==> src/rtl/mac_pe_array_cell.sv <==
// Systolic MAC cell: forwards A/B operands, accumulates k products,
// drains a scaled, saturated result down a column chain. Option: MAC_SAT_ACC_EN.
module mac_pe_array_cell #(
  parameter int DW    = 16,
  parameter int AW    = 32,
  parameter int OW    = 16,
  parameter int SHIFT = 0,
  parameter int KW    = 8
) (
  input  logic          clk,
  input  logic          reset,
  input  logic          start_i,
  input  logic [KW-1:0] k_len_i,
  input  logic [DW-1:0] a_i,
  input  logic [DW-1:0] b_i,
  input  logic          in_valid_i,
  output logic [DW-1:0] a_o,
  output logic [DW-1:0] b_o,
  output logic          valid_o,
  input  logic          drain_i,
  input  logic [OW-1:0] res_i,
  input  logic          res_valid_i,
  output logic [OW-1:0] res_o,
  output logic          res_valid_o,
  output logic          done_o,
  output logic          busy_o
`ifdef MAC_SAT_ACC_EN
  ,output logic         ovf_o
`endif
);

  typedef enum logic [1:0] {
    IDLE,
    ACC,
    FULL,
    DRAIN
  } state_t;

  localparam logic signed [AW-1:0] OMAX =
    {{(AW-OW+1){1'b0}}, {(OW-1){1'b1}}};
  localparam logic signed [AW-1:0] OMIN =
    {{(AW-OW+1){1'b1}}, {(OW-1){1'b0}}};

  state_t state_q, state_d;

  logic signed [2*DW-1:0] prod;
  logic signed [AW-1:0]   prod_x;
  logic signed [AW-1:0]   acc_q, acc_d;
  logic signed [AW-1:0]   acc_add;
  logic signed [AW-1:0]   shf;
  logic [KW-1:0]          cnt_q, cnt_d;
  logic [OW-1:0]          res_sat;
  logic [OW-1:0]          res_d;
  logic                   res_valid_d;

  assign prod   = (2*DW)'($signed(a_i)) * (2*DW)'($signed(b_i));
  assign prod_x = AW'(prod);

`ifdef MAC_SAT_ACC_EN
  localparam logic signed [AW-1:0] AMAX = {1'b0, {(AW-1){1'b1}}};
  localparam logic signed [AW-1:0] AMIN = {1'b1, {(AW-1){1'b0}}};

  logic signed [AW:0] sum_w;
  logic               ovf_hit;
  logic               ovf_q, ovf_d;

  // one extra bit exposes signed overflow of the add
  assign sum_w   = (AW+1)'(acc_q) + (AW+1)'(prod_x);
  assign ovf_hit = sum_w[AW] ^ sum_w[AW-1];
  assign acc_add = !ovf_hit  ? sum_w[AW-1:0] :
                   sum_w[AW] ? AMIN : AMAX;
  assign ovf_o   = ovf_q;
`else
  assign acc_add = acc_q + prod_x;
`endif

  assign shf = acc_q >>> SHIFT;

  always_comb begin
    res_sat = shf[OW-1:0];
    if (shf > OMAX) begin
      res_sat = OMAX[OW-1:0];
    end else if (shf < OMIN) begin
      res_sat = OMIN[OW-1:0];
    end
  end

  always_comb begin
    state_d     = state_q;
    acc_d       = acc_q;
    cnt_d       = cnt_q;
    res_d       = res_o;
    res_valid_d = res_valid_o;
`ifdef MAC_SAT_ACC_EN
    ovf_d       = ovf_q;
`endif
    unique case (state_q)
      IDLE: begin
        acc_d = '0;
        if (start_i) begin
          if (k_len_i != '0) begin
            state_d = ACC;
            cnt_d   = k_len_i;
`ifdef MAC_SAT_ACC_EN
            ovf_d   = 1'b0;
`endif
          end else begin
            state_d = FULL;
          end
        end
      end
      ACC: begin
        if (in_valid_i) begin
          acc_d = acc_add;
          cnt_d = cnt_q - KW'(1);
`ifdef MAC_SAT_ACC_EN
          ovf_d = ovf_q | ovf_hit;
`endif
          if (cnt_q == KW'(1)) begin
            state_d = FULL;
          end
        end
      end
      FULL: begin
        if (drain_i) begin
          res_d       = res_sat;
          res_valid_d = 1'b1;
          state_d     = DRAIN;
        end
      end
      DRAIN: begin
        if (drain_i) begin
          res_d       = res_i;
          res_valid_d = res_valid_i;
        end else begin
          state_d     = IDLE;
          acc_d       = '0;
          res_valid_d = 1'b0;
        end
      end
      default: begin
        state_d = IDLE;
      end
    endcase
  end

  always_ff @(posedge clk) begin
    if (reset) begin
      state_q     <= IDLE;
      acc_q       <= '0;
      cnt_q       <= '0;
      res_o       <= '0;
      res_valid_o <= 1'b0;
      a_o         <= '0;
      b_o         <= '0;
      valid_o     <= 1'b0;
`ifdef MAC_SAT_ACC_EN
      ovf_q       <= 1'b0;
`endif
    end else begin
      state_q     <= state_d;
      acc_q       <= acc_d;
      cnt_q       <= cnt_d;
      res_o       <= res_d;
      res_valid_o <= res_valid_d;
      a_o         <= a_i;
      b_o         <= b_i;
      valid_o     <= in_valid_i;
`ifdef MAC_SAT_ACC_EN
      ovf_q       <= ovf_d;
`endif
    end
  end

  assign done_o = (state_q == FULL);
  assign busy_o = (state_q == ACC) || (state_q == DRAIN);

endmodule

==> config.mk <==
export PLATFORM = sky130hd
export DESIGN_NAME = mac_pe_array_cell
export DESIGN_NICKNAME = d
export VERILOG_FILES = /design/src/rtl/mac_pe_array_cell.sv
export SDC_FILE = /design/constraint.sdc
export NUM_CORES = 1
export LEC_CHECK = 0
export ABC_CLOCK_PERIOD_IN_PS = 7500
export CAP_MARGIN = 40
export CORE_MARGIN = 2
export CORE_UTILIZATION = 55
export CTS_CLUSTER_DIAMETER = 80
export DETAILED_ROUTE_END_ITERATION = 6
export GPL_ROUTABILITY_DRIVEN = 0
export HOLD_SLACK_MARGIN = 0.03
export PLACE_DENSITY = 0.9
export SLEW_MARGIN = 30
export SYNTH_ARGS = -nofsm -noshare
export SYNTH_HDL_FRONTEND = slang
export SYNTH_SLANG_ARGS = --single-unit
export TNS_END_PERCENT = 100
==> constraint.sdc <==
create_clock -name clk -period 7.5 [get_ports clk]
set_input_delay 1.5 -clock clk [delete_from_list [all_inputs] [get_ports clk]]
set_output_delay 1.5 -clock clk [all_outputs]
set_load 0.005 [all_outputs]
# After elaboration in Yosys (flattened, before gate mapping)
# Cells that the tools add are included.
classes:
  muxes: 22
  div: 0
  multipliers: 1
  n_shift: 0
  n_addsub: 2
  n_eq_ne: 11
  n_lt_le_gt_ge: 2
  bitwise_logic: 0
  reduce_logical: 11
op_table:
  columns: ["op", "count"]
  rows:
  - ["one-hot mux 32 bit (3 select lines)", 1]
  - ["two-way mux 16 bit", 4]
  - ["two-way mux 32 bit", 2]
  - ["adder 32 bit", 1]
  - ["greater-than comparator 32 x 16 -> 1 bit, second input constant", 1]
  - ["less-than comparator 32 x 16 -> 1 bit, second input constant", 1]
  - ["multiplier 16 x 16 -> 32 bit", 1]
  - ["one-hot mux 16 bit (2 select lines)", 1]
  - ["two-way mux 8 bit", 3]
  - ["one-hot mux 8 bit (2 select lines)", 1]
  - ["!= test 2 bit, second input constant", 7]
  - ["two-way mux 2 bit", 6]
  - ["== test 8 x 1 -> 1 bit, second input constant", 1]
  - ["one-hot mux 2 bit (4 select lines)", 1]
  - ["nonzero test 8 bit", 1]
  - ["subtractor 8 x 1 -> 8 bit, second input constant", 1]
  - ["AND reduction 3 bit", 2]
  - ["AND reduction 5 bit", 1]
  - ["== test 2 bit, second input constant", 2]
  - ["AND reduction 4 bit", 1]
  - ["nonzero test 2 bit", 2]
  - ["nonzero test 3 bit", 1]
  - ["== test 2 x 1 -> 1 bit, second input constant", 1]
  - ["zero test 2 bit", 1]
  - ["other kinds (4)", 5]
totals:
  ff_bits: 92
  input_bits: 62
  memories: 0
  wordCells: 57
  latchBits: 0
  output_inout_bits: 52
  mem_bits_rw: 0
  mem_bits_ro: 0

# Logic depth before layout (Yosys ltp)
# Gate-level depths: netlist of the first run.
depth:
  ltp_word: 5
  depth_mapped: 24
  mapped_depth_nobuf: 22

# Worst setup path after synthesis of the first run
# No wires, ideal clock.
synth_path:
  path_type: "in2reg"
  start: "input b_i[1]"
  end: "register acc_q[29]"
  path_stages: 22
  setup_time_ns: 0.117
  path_slack_ns: 0.185
  arrival_ns: 7.198
  path_buffers: 2
  required_time_ns: 7.383
  cell_sequence: "clkbuf_1 > nand2_1 > inv_1 > fa_1 > inv_1 > fa_1 > inv_1 > fa_1 > fa_1 > fa_1 > inv_1 > fa_1 > inv_1 > ha_1 > clkbuf_1 > a21oi_1 > o21ai_1 > a221o_1 > a31oi_4 > nor2_2 > or3_1 > a32o_1"
synth_between:
  elab_chain_len: 4
synth_lines:
  columns: ["element", "line", "source"]
  rows:
  - ["start, declared", "15", "input logic [DW-1:0] b_i,"]
  - ["multiplier 16 x 16 -> 32 bit", "56", "assign prod = (2*DW)'($signed(a_i)) * (2*DW)'($signed(b_i));"]
  - ["adder 32 bit", "74", "assign acc_add = acc_q + prod_x;"]
  - ["two-way mux 32 bit", "113", "if (in_valid_i) begin"]
  - ["one-hot mux 32 bit (3 select lines)", "97", "unique case (state_q)"]
  - ["end signal, assigned", "150", "acc_q <= '0;"]
  - ["end signal, assigned", "162", "acc_q <= acc_d;"]
  - ["end, declared", "48", "logic signed [AW-1:0] acc_q, acc_d;"]
# No other way between the ends. The select of a mux whose other input is x is not followed.
# A chain may end at the register's enable or synchronous reset.

# Final worst setup path of the first run
layout_path:
  start: "input a_i[8]"
  end: "register acc_q[21]"
layout_between:
  elab_chain_len: 4
layout_lines:
  columns: ["element", "line", "source"]
  rows:
  - ["start, declared", "14", "input logic [DW-1:0] a_i,"]
  - ["multiplier 16 x 16 -> 32 bit", "56", null]
  - ["adder 32 bit", "74", null]
  - ["two-way mux 32 bit", "113", null]
  - ["one-hot mux 32 bit (3 select lines)", "97", null]
# No other way between the ends. The select of a mux whose other input is x is not followed.

==> results of run 1 <==
[cell families (layout without fill, tap and decap cells)]
| kind of cell | after synthesis | count (layout) | synth area share, % |
|---|---|---|---|
| simple gates | 455 | 455 | 16.2 |
| buf+inv | 409 | 565 | 10.7 |
| fa+ha+maj | 396 | 396 | 49.8 |
| compound gates | 171 | 171 | 7.84 |
| flops | 92 | 92 | 12.8 |
| xor+xnor | 40 | 40 | 2.44 |
| mux | 3 | 3 | 0.218 |
| other cells | 0 | 1 | 0 |
[synth_stat cells (all sizes together), types with 21 or more instances]
master	instances	area, um^2
nor3	21	105
clkbuf	61	229
fa	292	5850
xnor2	32	280
and2	126	788
dfxtp	92	1840
a21oi	73	365
nor2	56	213
ha	104	1300
inv	347	1300
o21ai	29	149
nor2b	53	332
nand2	146	548
[final timing paths]
path	start	endpoint	slack, ns	cells past startpoint
worst max register to register	acc_q[15]	acc_q[21]	2.33	18
worst min-delay path	acc_q[2]	acc_q[2]	0.48	2
worst min register to register	acc_q[2]	acc_q[2]	0.48	2
worst max-delay path	a_i[8]	acc_q[21]	0.16	20
[layout make-up]
type / count / area [um^2]
Clock buffer: 9 / 225
Sequential cell: 92 / 1840
Clock inverter: 6 / 47.5
Multi-Input combinational cell: 1065 / 11000
Timing Repair Buffer: 203 / 1960
Antenna cell: 1 / 2.50
Inverter: 347 / 1300
Tap cell: 335 / 419
Fill cell: 1869 / 9050
[worst min-delay path: stages, from the launching register on]
cell and delay [ns]:
dfxtp_1 0.33, nand2_1 0.06, a21oi_1 0.05
[metrics by stage]
stage	TNS, ns	worst slack [ns]
2_1_floorplan	0	0.185
3_5_place_dp	-1.39	-0.251
3_3_place_gp	-0.0235	-0.0201
5_1_grt	0	0.0242
4_1_cts	0	0.0706
6_report	0	0.164
[state kept, by name, indices dropped and copies added, names as in the netlist]
signal / flops
b_o: 16
res_o: 16
valid_o: 1
a_o: 16
acc_q: 32
cnt_q: 8
state_q: 2
res_valid_o: 1
[layer usage]
metal | vias to the layer above | routed length (um) | share of wire (%) | global-route usage (%)
met4 | 0 | 2020 | 5.4 | 15.6
li1 | 5039 | - | - | -
met1 | 5798 | 13200 | 35 | 33.7
met5 | - | 0 | 0 | 0
met3 | 192 | 2650 | 7.1 | 4.17
met2 | 577 | 19400 | 52 | 52.0
[cell usage in the layout, fill, tap and decap left out, types with 6 or more instances in the layout]
cell type          n
dfxtp_1           92
inv_1            345
a21o_1             7
buf_4             78
o21ai_0           24
nand4_1            7
nor2_1            55
ha_1             104
clkbuf_16          9
clkdlybuf4s50_1  107
nand2b_1          10
a22o_1            13
nor3_1            21
fa_1             292
and2_1           126
a21oi_1           72
nand2_1          146
buf_12            11
nor4_1             6
a22oi_1            9
nor2b_1           53
xor2_1             8
xnor2_1           32
nand3_1           13
==> flow_summary.toml, run 1 <==
[run_status]
status = "finished clean"

[route]
firstDrtPassIters = 5
drcViolationCount = 0
ant_nets = 0
wl_um = 37200
post_drt_wl_per_cell_um = 18.1
vias = 11600
drt-initial-drc-count = 823
vias_per_cell = 5.64

[logic_synthesis]
syn_nets = 2024
syn_area_um2 = 14400
synth_flop_cell = "dfxtp_1"
postSynthAreaPerCell_um2 = 9.16
yosysWarnings = 0
synth-seq-cells = 92
synthArstFlopShare_pct = 0
ys_seq_area_share_pct = 12.8
synth.distinct_cells = 58
synth_cells = 1566
synth-edff-count = 0

[worst_setup_path]
cpLargestDelayFamily = "adder cells"
critical_path_required_ns = 7.76
path_buf_inv = 5
crit_type = "input pin to flip-flop"
worstPathCellList = "clkdlybuf4s50_1 -> nand2_1 -> fa_1 -> inv_1 -> fa_1 -> fa_1 -> fa_1 -> fa_1 -> inv_1 -> fa_1 -> inv_1 -> ha_1 -> a21o_2 -> o21ai_0 -> o211ai_4 -> buf_4 -> a21o_2 -> a21oi_1 -> xnor2_1 -> a22o_1"
cp_max_fo = 10
worstSetupEndpointType = "flip-flop"
cp_slowest_stage_delay_ns = 0.79
cpMostUsedCell = "fa_1"
crit_path_top_delay_cell = "clkdlybuf4s50_1"
critPathArrivalTime_ns = 7.60
crit_path_start_kind = "input pin"

[timing]
fin_crit_ns = 7.34
max-slew-margin-rel_pct = 48.9
worstMarginPinSlew_ns = 0.763
rsz0062_at_grt = "false"
skew_ns = 0.0138
hold_viol_final = 0
whs_ns = 0.484
setup_violations = 0
fmax_mhz = 136
fin_crit_sh_pct = 97.8
drv_slew = 0

[clock_network]
clk_latency_ns = 0.37
cts_buffers = 9
clock-sinks = 92
cts-htree-levels = 3
cts.clk_slew.worst_paths_ns = 0.08
root_buffer = "clkbuf_16"
postCtsSetupBuffers = 0
cts_tree = "yes"
clockBufferDepth = 2
cts_hold_buf = 0
cts_resized = 0

[final_layout]
num-nets-final = 2176
synthToLayoutAreaGrowth_pct = 16.9
drive_above_1_share_pct = 7.78
finalInstanceArea_um2 = 16800
final_util_pct = 65.0
layoutNonFillerInstCount = 2058

[floorplanning]
coreArea_um2 = 25800
die_h_um = 166
rows = 59
die_w_um = 166
ios = 114
die_area_um2 = 27400
initial_core_util_pct = 55.5

[placement]
numPortBuffers = 113
placed_cell_area_um2 = 16500
hpwl_um = 30100
dp.cells = 2041

[grt]
overflow = 0
track_usage_pct = 29.1
grt_pass1_vias = 12900
antenna_found_initial = 1
grt_pass1_wl_um = 61400
grt_max_degree = 48

[job]
drv_cap = 0

[min_path]
hold_path.class = "flip-flop to flip-flop"
Power of run 1 is not shown: default switching activity piles up to over one toggle a cycle in this logic, so the estimate is an artifact.
==> inputs of run 2 (changes only) <==
- ABC_CLOCK_PERIOD_IN_PS: 7500 -> 9500
- CAP_MARGIN: 40 -> 0
- CORE_UTILIZATION: 55 -> 56
- PLACE_DENSITY: 0.9 -> 0.88
- clock period: 7.5 -> 9.5 ns (I/O delays scaled with it)
==> run 2 against run 1 <==
  * Critical path depth up 1
  * Via count fell by 4.9%
  * First-iteration DRC count decreased by 10%
  * Non-clock buffer count down 81
  * Global-route usage decreased by 0.84 points
  * Final area decreased by 4.3%
  * Final cell count decreased by 4.2%
  * Worst hold slack improved by 0.0037 ns
  * Utilization is 1.2 points lower
  * Largest cell class unchanged
==> flow_summary.toml, run 2 (synthesis results as in run 1) <==
[grt]
grt_pass1_wl_um = 59300
grt_pass1_vias = 12500
track_usage_pct = 28.2
overflow = 0
antenna_found_initial = 0
grt_max_degree = 80

[worst_setup_path]
cp_max_fo = 8
reg2reg_depth = 17
crit_start = "a_i[15]"
reg2reg_to = "acc_q[29]"
crit_type = "input pin to flip-flop"
crit_path_start_kind = "input pin"
critPathArrivalTime_ns = 8.69
rrSetupSlack_ns = 4.42
critPathCapture = "acc_q[29]"
critical_path_required_ns = 9.76
reg2reg_from = "acc_q[15]"
worstSetupEndpointType = "flip-flop"

[timing]
worst_slack_ns = 1.07
setup_violations = 0
skew_ns = 0.0141
fin_setup_tns_ns = 0
fin_crit_sh_pct = 88.7
fin_crit_ns = 8.43
rsz0062_at_grt = "false"
drv_slew = 0
worstMarginPinSlew_ns = 0.948
fmax_mhz = 119
hold_viol_final = 0
max-slew-margin-rel_pct = 36.6

[placement]
hpwl_um = 27900
numPortBuffers = 113
pre_cts_ws_ns = 0.890

[final_layout]
multi_input_comb_area_um2 = 11000
n_antenna_cell = 0
fillers = 1910
final_cell_mix = "347 x inv_1, 292 x fa_1, 146 x nand2_1"
drive_above_1_share_pct = 3.23
seq_area_um2 = 1840
largest_reg_flops = 32
synthToLayoutAreaGrowth_pct = 11.9
final_common_cell = "inv_1"
regMostFlops = "acc_q"
num-nets-final = 2095

[floorplanning]
die_area_um2 = 26900
die_w_um = 164
rows = 58
initial_core_util_pct = 57.0
die_h_um = 164
ios = 114
coreArea_um2 = 25200

[route]
wl_met3_um = 2510
dr_wl_met2_um = 18500
vias_per_cell = 5.59
drcViolationCount = 0
post_drt_wl_per_cell_um = 17.9
firstDrtPassIters = 5
highest_layer = "met4"
wl_um = 35200
ant_nets = 0
drt-initial-drc-count = 741
vias = 11000
met1_length_um = 12800

[clock_network]
root_buffer = "clkbuf_16"
cts-htree-levels = 3
clk_latency_ns = 0.36
cts_buffers = 9
clock-sinks = 92
clockBufferDepth = 2
cts_hold_buf = 0
cts_tree = "yes"
cts_resized = 0
cts.clk_slew.worst_paths_ns = 0.08
postCtsSetupBuffers = 0

[run_status]
status = "finished clean"

[min_path]
hold_path.class = "flip-flop to flip-flop"

[job]
drv_cap = 0
==> run 2: cell types whose count changed in the layout (fill, tap and decap cells not counted), sizes merged <==
| cell | delta |
|---|---|
| dlymetal6s2s | -5 |
| clkdlybuf4s50 | +5 |
| bufinv | +2 |
| buf | -81 |
| diode | -1 |
| clkinv | -1 |
==> run 2: worst min-delay path by stage <==
stage,endpoint,slack [ns],cells after the start,start
after floorplan,acc_q[0],0.45,2,acc_q[0]
after global placement,acc_q[1],0.47,2,acc_q[1]
after detailed placement,acc_q[1],0.47,2,acc_q[1]
after CTS,acc_q[0],0.48,2,acc_q[0]
after global routing,acc_q[1],0.50,2,acc_q[1]
final,acc_q[5],0.49,2,acc_q[5]
==> run 2: stage by stage <==
stage                     area, um^2  cells  utilization [%]  hold WS [ns]
after global routing           16100   1972             63.8         0.500
after detailed placement       15700   1956             62.5         0.473
after global placement         15700   1956             62.5         0.467
after CTS                      16100   1972             63.8         0.481
after floorplan                14400   1566                -         0.450
final                          16100   1972             63.8         0.488
==> run 2: critical path, stage by stage <==
cell	delay, ns
clkdlybuf4s50_1	0.62
nand2_1	0.25
inv_1	0.11
fa_1	0.75
inv_1	0.12
fa_1	0.54
inv_1	0.29
fa_1	0.52
fa_1	0.52
fa_1	0.50
inv_1	0.05
fa_1	0.47
inv_1	0.04
ha_1	0.38
a21oi_1	0.28
o21ai_1	0.15
a221o_1	0.38
a31oi_4	0.20
nor2_2	0.05
or3_1	0.30
a32o_1	0.24
==> run 2: routing by layer <==
layer,global-route usage [%],vias up
li1,-,4862
met1,33.1,5562
met2,51.0,484
met3,5.05,124
met4,11.6,0
met5,0,-
==> run 2: area by class of cell <==
class                   count  area share [%]
clock buffers               9            1.40
well taps                 330            2.57
flip-flops and latches     92            11.5
clock inverters             7           0.639
inverters                 347            8.11
repair buffers            122            7.43
multi-input cells        1065            68.4
Power of run 2 is left out for the same reason.
